--- src/rtl/alu_operand_stage.sv ---
// alu_operand_stage: ID/EX pipeline register plus ALU operand select.
// Captures decoded fields and register-file reads. Resolves EX/MEM and MEM/WB
// forwarding, then presents A/B/function/sign to the ALU.
// Optional feature macro: ALU_OPERAND_FWD_EN compiles in the forwarding muxes
// and the stall-time operand refresh. Without it, the stage uses registered
// register-file data only.
module alu_operand_stage #(
  parameter logic [5:0] NOP_FUN = 6'b000000
) (
  input  logic        iClk,
  input  logic        iRst_n,
  input  logic        iValid,
  input  logic        iStall,
  input  logic        iFlush,
  input  logic [4:0]  iRsNum,
  input  logic [4:0]  iRtNum,
  input  logic [31:0] iRsData,
  input  logic [31:0] iRtData,
  input  logic [31:0] iImm,
  input  logic [4:0]  iShamt,
  input  logic        iALUSrcA,
  input  logic        iALUSrcB,
  input  logic [5:0]  iALUFun,
  input  logic        iSign,
  input  logic [4:0]  iRdNum,
  input  logic        iRegWrite,
  input  logic        iMemFwdWe,
  input  logic [4:0]  iMemFwdRd,
  input  logic [31:0] iMemFwdData,
  input  logic        iWbFwdWe,
  input  logic [4:0]  iWbFwdRd,
  input  logic [31:0] iWbFwdData,
  output logic        oValid,
  output logic [31:0] oA,
  output logic [31:0] oB,
  output logic [5:0]  oALUFun,
  output logic        oSign,
  output logic [4:0]  oRdNum,
  output logic        oRegWrite,
  output logic [31:0] oRtFwd
);

  logic        r_valid;
  logic [4:0]  r_rs_num;
  logic [4:0]  r_rt_num;
  logic [31:0] r_rs_data;
  logic [31:0] r_rt_data;
  logic [31:0] r_imm;
  logic [4:0]  r_shamt;
  logic        r_src_a;
  logic        r_src_b;
  logic [5:0]  r_alu_fun;
  logic        r_sign;
  logic [4:0]  r_rd_num;
  logic        r_reg_write;

  logic [31:0] w_fwd_rs;
  logic [31:0] w_fwd_rt;

`ifdef ALU_OPERAND_FWD_EN
  // Forward resolution per source: r0 never forwards, EX/MEM beats MEM/WB.
  always_comb begin
    w_fwd_rs = r_rs_data;
    if (r_rs_num != 5'd0) begin
      if (iMemFwdWe && (iMemFwdRd == r_rs_num))
        w_fwd_rs = iMemFwdData;
      else if (iWbFwdWe && (iWbFwdRd == r_rs_num))
        w_fwd_rs = iWbFwdData;
    end
    w_fwd_rt = r_rt_data;
    if (r_rt_num != 5'd0) begin
      if (iMemFwdWe && (iMemFwdRd == r_rt_num))
        w_fwd_rt = iMemFwdData;
      else if (iWbFwdWe && (iWbFwdRd == r_rt_num))
        w_fwd_rt = iWbFwdData;
    end
  end
`else
  // Forwarding is compiled out: operands are the registered reads.
  always_comb begin
    w_fwd_rs = r_rs_data;
    w_fwd_rt = r_rt_data;
  end

  // Forward ports and source numbers have no consumer in this build.
  logic w_unused_fwd;
  assign w_unused_fwd = ^{iMemFwdWe, iMemFwdRd, iMemFwdData,
                          iWbFwdWe, iWbFwdRd, iWbFwdData, r_rs_num, r_rt_num};
`endif

  // Pipeline register: flush beats stall, stall beats capture.
  always_ff @(posedge iClk or negedge iRst_n) begin
    if (!iRst_n) begin
      r_valid     <= 1'b0;
      r_rs_num    <= 5'd0;
      r_rt_num    <= 5'd0;
      r_rs_data   <= 32'd0;
      r_rt_data   <= 32'd0;
      r_imm       <= 32'd0;
      r_shamt     <= 5'd0;
      r_src_a     <= 1'b0;
      r_src_b     <= 1'b0;
      r_alu_fun   <= NOP_FUN;
      r_sign      <= 1'b0;
      r_rd_num    <= 5'd0;
      r_reg_write <= 1'b0;
    end else if (iFlush) begin
      // Bubble: control fields neutralised, operand data left as-is.
      r_valid     <= 1'b0;
      r_reg_write <= 1'b0;
      r_alu_fun   <= NOP_FUN;
      r_sign      <= 1'b0;
      r_rd_num    <= 5'd0;
    end else if (iStall) begin
`ifdef ALU_OPERAND_FWD_EN
      // Latch forwards seen while stalled so they survive the producer retiring.
      r_rs_data <= w_fwd_rs;
      r_rt_data <= w_fwd_rt;
`endif
    end else begin
      r_valid     <= iValid;
      r_rs_num    <= iRsNum;
      r_rt_num    <= iRtNum;
      r_rs_data   <= iRsData;
      r_rt_data   <= iRtData;
      r_imm       <= iImm;
      r_shamt     <= iShamt;
      r_src_a     <= iALUSrcA;
      r_src_b     <= iALUSrcB;
      r_alu_fun   <= iALUFun;
      r_sign      <= iSign;
      r_rd_num    <= iRdNum;
      r_reg_write <= iRegWrite & iValid;
    end
  end

  // Operand select and output drive.
  always_comb begin
    oValid    = r_valid;
    oA        = r_src_a ? {27'b0, r_shamt} : w_fwd_rs;
    oB        = r_src_b ? r_imm : w_fwd_rt;
    oRtFwd    = w_fwd_rt;
    oALUFun   = r_alu_fun;
    oSign     = r_sign;
    oRdNum    = r_rd_num;
    oRegWrite = r_reg_write & r_valid;
  end

endmodule

--- config.mk ---
export PLATFORM = sky130hd
export DESIGN_NAME = alu_operand_stage
export DESIGN_NICKNAME = d
export VERILOG_FILES = /design/src/rtl/alu_operand_stage.sv
export SDC_FILE = /design/constraint.sdc
export NUM_CORES = 1
export LEC_CHECK = 0
export ABC_AREA = 1
export ABC_CLOCK_PERIOD_IN_PS = 1400
export BUFFER_PORTS_ARGS = -buffer_cell sky130_fd_sc_hd__buf_2
export CAP_MARGIN = 10
export CORE_MARGIN = 2
export CORE_UTILIZATION = 35
export CTS_CLUSTER_SIZE = 10
export DETAILED_ROUTE_END_ITERATION = 16
export PLACE_DENSITY = 0.68
export SLEW_MARGIN = 20
export SYNTH_ARGS = -nofsm -noshare
export SYNTH_HDL_FRONTEND = slang
export SYNTH_SLANG_ARGS = --single-unit
--- constraint.sdc ---
create_clock -name iClk -period 1.4 [get_ports iClk]
set_input_delay 0.07 -clock iClk [delete_from_list [all_inputs] [get_ports iClk]]
set_output_delay 0.07 -clock iClk [all_outputs]
set_load 0.005 [all_outputs]
==> Yosys cells after proc, flatten, opt, wreduce, memory -nomap -nowiden <==
Index checks and enable logic that the tools add are counted.
{ "classes": {"reduce_logical": 1, "muxes": 12, "bitwise": 4, "n_eq_ne": 1} }
{ "ops": {"columns": ["cell", "n"], "rows": [
  ["$mux 32", 2],
  ["$mux 6", 2],
  ["$mux 5", 2],
  ["$mux 1", 6],
  ["$and 1x1->1", 2],
  ["$ne 2x1->1 const B", 1],
  ["$not 1->1", 2],
  ["$reduce_and 2->1", 1]
]} }
{ "word_totals": {"reg_bits": 117, "elab_cells": 29, "output_inout_bits": 110} }

==> Logic depth before layout (Yosys ltp) <==
Gate-level depths: netlist of the first run.
{ "logic_depth": {"depth_word": 3, "mapped_depth": 5, "ltp_nobuf": 4} }

==> Worst setup path before layout of the first run <==
Ideal clock, no wire load.
{ "synth_timing": {"kind": "register -> register", "start": "reg, netlist name r_src_b", "end": "reg r_src_b", "path_buffers": 2, "arrival_time_ns": 0.917, "path_stages_with_launch": 5, "slack_ns": 0.418, "synth_period_minus_slack_ns": 0.982, "cell_sequence": "dfrtp_1 -> buf_2 -> clkbuf_1 -> o21ai_0 -> nand2_1"} }
{ "synth_rtl": {"columns": ["item", "line_no", "text"], "rows": [
  ["end signal: assignment", "129", "r_src_b <= iALUSrcB;"],
  ["end: declaration", "51", "logic r_src_b;"]
]} }

==> Worst setup path after layout of the first run <==
{ "layout_timing": {"start": "reg r_src_b", "end": "out oB[22]"} }
{ "layout_via": {"elab_chain_len": 1} }
{ "layout_lines": {"columns": ["item", "line_no", "text"], "rows": [
  ["$mux 32", "141", "oB = r_src_b ? r_imm : w_fwd_rt;"],
  ["end: declaration", "35", "output logic [31:0] oB,"]
]} }
Every way passes these cells.

==> run_results.csv, run 1 <==
group,metric,value,unit
status,status,"finished with violations",
status,violations,"negative setup slack",
setup_path,critPathSlowestCell,"dfrtp_2",
synthesis,synth_area_leaders,"dfrtp_1, nand2_1, o21ai_0",
setup_path,start_kind,"flop",
clock_tree,cts_root_buffer,"clkbuf_16",
synthesis,syn_area,5030,um2
clock_tree,clockBufferDepth,2,
placed_design,gp_congestion,0.730,
die,initial_core_util,36.1,%
synthesis,synth_xor_area_share,0,%
pwr,powerDensity,1210,nW/um2
detailed_routing,firstDrtPassIters,5,
final_layout,syn2layout_area_growth,69.9,%
sta,max_freq,0.680,GHz
synthesis,synth-compound-area-share,13.9,%
sta,setup_viol,39,
setup_path,cp_max_fo,25,
global_routing,grt_pass1_wl,23900,um
clock_tree,h-tree-depth,4,
detailed_routing,drtAntennaViolNets,0,
global_routing,grt_max_degree,81,
setup_path,path_buf_inv,2,
placed_design,port_buffers,230,
final_layout,final_util,61.4,%
die,std_cell_rows,43,
global_routing,grtUsageTotal,20.3,%
die,dieArea,15400,um2
final_layout,layoutNonFillerInstCount,1154,
final_layout,nets,1170,
detailed_routing,drc,0,
setup_path,r2r_cells,3,
pwr,ir_worst_vdd,0.000673,V
clock_tree,cts_made_buffers,17,
final_layout,fin_area,8550,um2
final_layout,nFillCells,1155,
sta,slew_violations,0,
synthesis,yosys.area_share.simple,19.0,%
sta,tightest_slew,0.405,ns
clock_tree,worstSkewPairLatency,0.40,ns
sta,fin_crit_sh,105,%
detailed_routing,routed_via_density,4.62,
setup_path,cp.required,1.33,ns
setup_path,reg2reg_slack,0.51,ns
synthesis,synth-seq-area-share,58.2,%
sta,tns,-0.955,ns
synthesis,synth_cells,613,
synthesis,yosysTopAreaCellShare,58.2,%
min_path,hold_class,"input pin to flop",
synthesis,synth_mux_area_share,0,%
placed_design,pre_cts_slack,0.305,ns
global_routing,antenna_found_initial,0,
detailed_routing,drt_iter0_drc,248,
setup_path,r2r_end,"r_src_b$_DFFE_PN0P_",
sta,setup_slack,-0.0696,ns
synthesis,synth_top_cell_by_area,"dfrtp_1",
setup_path,cp_top_family,"flip-flops",
die,core_area,13900,um2
detailed_routing,wl_per_cell,14.8,um
setup_path,crit_chain,"clkbuf_16, o21ai_4, buf_2",
clock_tree,cts_tree,"done",
die,chipWidth,124,um
setup_path,crit_path_start,"r_src_b$_DFFE_PN0P_",
final_layout,drive_above_1_share,32.6,%
global_routing,grt_pass1_vias,5074,
synthesis,synthAdderAreaFrac,0,%
synthesis,synth_cell_types,13,
synthesis,yosys_warnings,0,
die,io_pins,317,
clock_tree,clk_pin_slew,0.05,ns
global_routing,overflow,0,
sta,layout_min_cycle_time,1.47,ns
sta,final_hold_viol_count,0,
sta,clock_skew,0,ns
placed_design,place_inst,997,
setup_path,critical_path.max_stage_delay,0.45,ns
clock_tree,cts_sinks,117,
synthesis,syn-num-nets,820,
sta,rsz0062_at_grt,"yes",
setup_path,cp.arrival,1.40,ns
setup_path,criticalPathCategory,"flop to output port",
setup_path,crit_path_end,"oB[22]",
synthesis,postSynthAreaPerCell,8.21,um2
sta,slew_headroom,73.0,%
setup_path,end_kind,"output port",
pwr,p_leak,4.42,nW
placed_design,place_area,6410,um2
die,chipHeight,124,um
run,max_cap_violations,0,
detailed_routing,vias,5327,
detailed_routing,postRouteWirelength,17100,um
setup_path,rr_startpoint,"r_src_b$_DFFE_PN0P_",
synthesis,synth_seq_cells,117,
final_layout,num_antenna_cells,0,
synthesis,synth_top_family_by_area,"simple AND/OR/NAND/NOR gates",
setup_path,path_depth,3,
placed_design,dp_hpwl,9230,um
kinds of logic after synthesis:
logic type,after synthesis
AO/OA/AOI/OAI,140
AND/OR/NAND/NOR,251
buffers and inverters,105
flip-flops,117
layout make-up:
cell class | instances | area, um2 | area share, %
clock inverter | 4 | 45.0 | 0.527
tap | 180 | 225 | 2.63
sequential | 117 | 2930 | 34.3
inverter | 66 | 248 | 2.90
clock buffer | 26 | 509 | 5.96
timing repair buffer | 370 | 2720 | 31.8
multi-input combinational | 391 | 1870 | 21.9
flip-flops by register name, indices dropped and copies added, names as in the netlist, 5 cells and up:
register / count
r_rs_data: 32
r_imm: 32
oRdNum: 5
r_shamt: 5
oALUFun: 6
oRtFwd: 32
cell usage after synthesis (all sizes together):
master	count
buf	19
clkbuf	20
nand3	1
nor2	29
dfrtp	117
nand2	221
inv	66
o21ai	140
power breakdown:
part	internal, mW	switching [mW]
sequential	3.79	0.186
clock	2.64	1.41
combinational	1.14	1.19
repair_timing:
action,4_1_cts,5_1_grt
endpoints found under the hold margin,234,0
pin swaps,0,32
setup endpoints to repair,60,64
gates resized for setup,32,75
hold buffers,118,0
cloned,0,4
setup buffers,2,3
stage by stage:
step	hold slack [ns]	total power, mW
6_report	0.129	10.4
2_1_floorplan	-0.226	4.75
3_3_place_gp	0.0103	5.64
5_1_grt	0.131	10.9
3_5_place_dp	0.0198	5.66
4_1_cts	0.117	10.1
metal layers:
metal  track usage [%]  vias up  wire, um
li1                  -     2603         -
met1              23.9     2463      6950
met2              34.4      229      8500
met3              6.68       32      1300
met4              7.72        0       393
met5                 0        -         0
placed cells by master (no fill, tap or decap), types with 9 or more instances in the layout:
cell type	netlist	final
clkbuf_16	0	20
buf_6	1	10
buf_12	0	9
dfrtp_1	117	115
o21ai_1	17	46
buf_2	8	224
dlygate4sd3_1	0	118
inv_1	66	66
o21ai_0	123	88
nor2_4	1	23
nand2_1	221	216
worst min-delay path by stage:
stage / depth (start not counted) / end / from / slack, ns
after floorplan: 0 / oALUFun[0]$_DFFE_PN0P_ / iRst_n / -0.23
after global placement: 1 / oRtFwd[4]$_DFFE_PN0P_ / iRst_n / 0.01
after detailed placement: 1 / r_rs_data[29]$_DFFE_PN0P_ / iRst_n / 0.02
after CTS: 4 / r_src_a$_DFFE_PN0P_ / iStall / 0.12
after global routing: 4 / r_imm[31]$_DFFE_PN0P_ / iStall / 0.13
final: 4 / r_src_a$_DFFE_PN0P_ / iStall / 0.13
worst min-delay path, cell delays in order:
cell and delay [ns]:
buf_2 0.13, buf_4 0.17, o21ai_0 0.08, nand2_1 0.05
Power figures use the tool's default switching activity.
==> inputs of run 2 (changes only) <==
- ABC_CLOCK_PERIOD_IN_PS: 1400 -> 1700
- clock period: 1.4 -> 1.7 ns (I/O delays scaled with it)
==> run 2 against run 1 <==
The run now ends clean. Worst setup slack gained 0.19 ns. Largest cell class unchanged. Die area stayed put. Worst hold slack got worse by 0.025 ns.
==> run_results.csv, run 2 (synthesis results as in run 1) <==
group,metric,value,unit
status,status,"finished, final reports clean",
sta,setup_viol,0,
detailed_routing,routed_via_density,4.51,
die,chipHeight,124,um
sta,fin_crit_sh,92.8,%
global_routing,grt_pass1_vias,5058,
sta,tns,0,ns
sta,tightest_slew,0.603,ns
clock_tree,cts_tree,"done",
clock_tree,cts_setup_buffers,0,
min_path,min_path_cells,3,
detailed_routing,wl_per_cell,13.3,um
final_layout,syn2layout_area_growth,63.6,%
die,io_pins,317,
setup_path,criticalPathCategory,"flop to output port",
detailed_routing,postRouteWirelength,15300,um
final_layout,drive_above_1_share,28.6,%
setup_path,reg2reg_slack,0.77,ns
setup_path,cp.arrival,1.49,ns
die,dieArea,15400,um2
pwr,power,8.79,mW
sta,slew_headroom,59.7,%
sta,slew_violations,0,
global_routing,grtUsageTotal,20.1,%
clock_tree,cts_sinks,117,
pwr,internal_power,6.59,mW
final_layout,mostFrequentLayoutCells,"buf_2, nand2_1, o21ai_0, dlygate4sd3_1, dfrtp_1",
setup_path,start_kind,"flop",
global_routing,grt_pass1_wl,23700,um
sta,max_freq,0.634,GHz
setup_path,cp_max_fo,27,
min_path,min_to,"r_shamt[3]$_DFFE_PN0P_",
sta,layout_min_cycle_time,1.58,ns
pwr,power_frac_clock,45.0,%
sta,rsz0062_at_grt,"no",
detailed_routing,vias,5167,
die,initial_core_util,36.1,%
pwr,p_leak,4.34,nW
global_routing,grt_max_degree,79,
pwr,power_switching,2.20,mW
min_path,hold_class,"input pin to flop",
run,max_cap_violations,0,
pwr,combinationalPowerShare,17.7,%
global_routing,overflow,0,
clock_tree,h-tree-depth,4,
placed_design,gp_congestion,0.721,
placed_design,port_buffers,230,
final_layout,final_util,59.1,%
setup_path,rr_startpoint,"r_src_b$_DFFE_PN0P_",
setup_path,r2r_end,"r_src_b$_DFFE_PN0P_",
pwr,switching_share,25.0,%
min_path,hp-start,"iStall",
setup_path,end_kind,"output port",
clock_tree,worstSkewPairLatency,0.40,ns
detailed_routing,drc,0,
clock_tree,cts_made_buffers,17,
die,core_area,13900,um2
placed_design,dp_hpwl,9430,um
detailed_routing,firstDrtPassIters,4,
final_layout,nets,1160,
detailed_routing,drt_iter0_drc,216,
die,chipWidth,124,um
sta,final_hold_viol_count,0,
pwr,share_seq_of_total_power,37.3,%
setup_path,r2r_cells,3,
clock_tree,clk_pin_slew,0.06,ns
pwr,powerDensity,1070,nW/um2
clock_tree,cts_root_buffer,"clkbuf_16",
detailed_routing,drtAntennaViolNets,0,
sta,clock_skew,0,ns
final_layout,final_common_cell,"buf_2",
setup_path,cp.required,1.62,ns
global_routing,antenna_found_initial,1,
pwr,ir_worst_vdd,0.000675,V
clock_tree,clockBufferDepth,2,
final_layout,num_antenna_cells,0,
die,std_cell_rows,43,
==> run 2: changes by cell type in the layout (fill, tap and decap cells not counted), sizes merged <==
cell / previous run / this run
buf: 249 / 241
clkinvlp: 0 / 3
bufinv: 1 / 5
dlygate4sd3: 118 / 119
clkbuf: 29 / 20
clkinv: 3 / 4
==> run 2: power groups by stage <==
stage,Sequential [mW],Combinational [mW],Clock [mW]
after floorplan,3.29,0.627,0
after global placement,3.31,1.32,0
after detailed placement,3.31,1.34,0
after CTS,3.27,1.55,4.05
after global routing,3.31,1.77,4.19
final,3.28,1.56,3.96
==> run 2: worst max-delay path by stage <==
stage,cells past startpoint,end,startpoint,slack (ns)
after floorplan,4,r_src_b$_DFFE_PN0P_,r_src_b$_DFFE_PN0P_,0.72
after global placement,3,oA[19],r_src_a$_DFFE_PN0P_,0.46
after detailed placement,3,oA[28],r_src_a$_DFFE_PN0P_,0.49
after CTS,3,oA[28],r_src_a$_DFFE_PN0P_,0.04
after global routing,3,oB[25],r_src_b$_DFFE_PN0P_,0.03
final,3,oA[24],r_src_a$_DFFE_PN0P_,0.12
==> run 2: worst max-delay path: stages, from the launching register on <==
cell,delay (ns)
dfrtp_1,0.57
buf_6,0.28
nor2_1,0.08
buf_2,0.13
==> run 2: cell type report <==
class / instances / area, um2
Sequential cell: 117 / 2930
Tap cell: 180 / 225
Timing Repair Buffer: 360 / 2510
Clock buffer: 20 / 467
Multi-Input combinational cell: 391 / 1650
Fill cell: 1181 / 5710
Clock inverter: 12 / 200
Inverter: 66 / 248
==> run 2: metal layers <==
metal  GRT usage [%]  part of all wire [%]
met4            7.87                   1.5
met3            6.64                   8.0
met2            34.2                    48
met5               0                 0.052
met1            23.3                    42
==> run 2: stage by stage <==
step / setup WS [ns] / instance area (um2) / hold slack [ns] / instances
finish: 0.123 / 8230 / 0.104 / 1146
global route: 0.0313 / 8230 / 0.115 / 1146
CTS: 0.0376 / 8230 / 0.0712 / 1146
detailed placement: 0.485 / 6370 / -0.0305 / 995
global placement: 0.459 / 6370 / -0.0287 / 995
floorplan: 0.718 / 5030 / -0.211 / 613
==> run 2: timing repair <==
item | CTS | global route
hold buffers | 119 | 0
hold endpoints to repair | 234 | 0
setup endpoints to repair | 0 | 25
gates resized for setup | 0 | 1
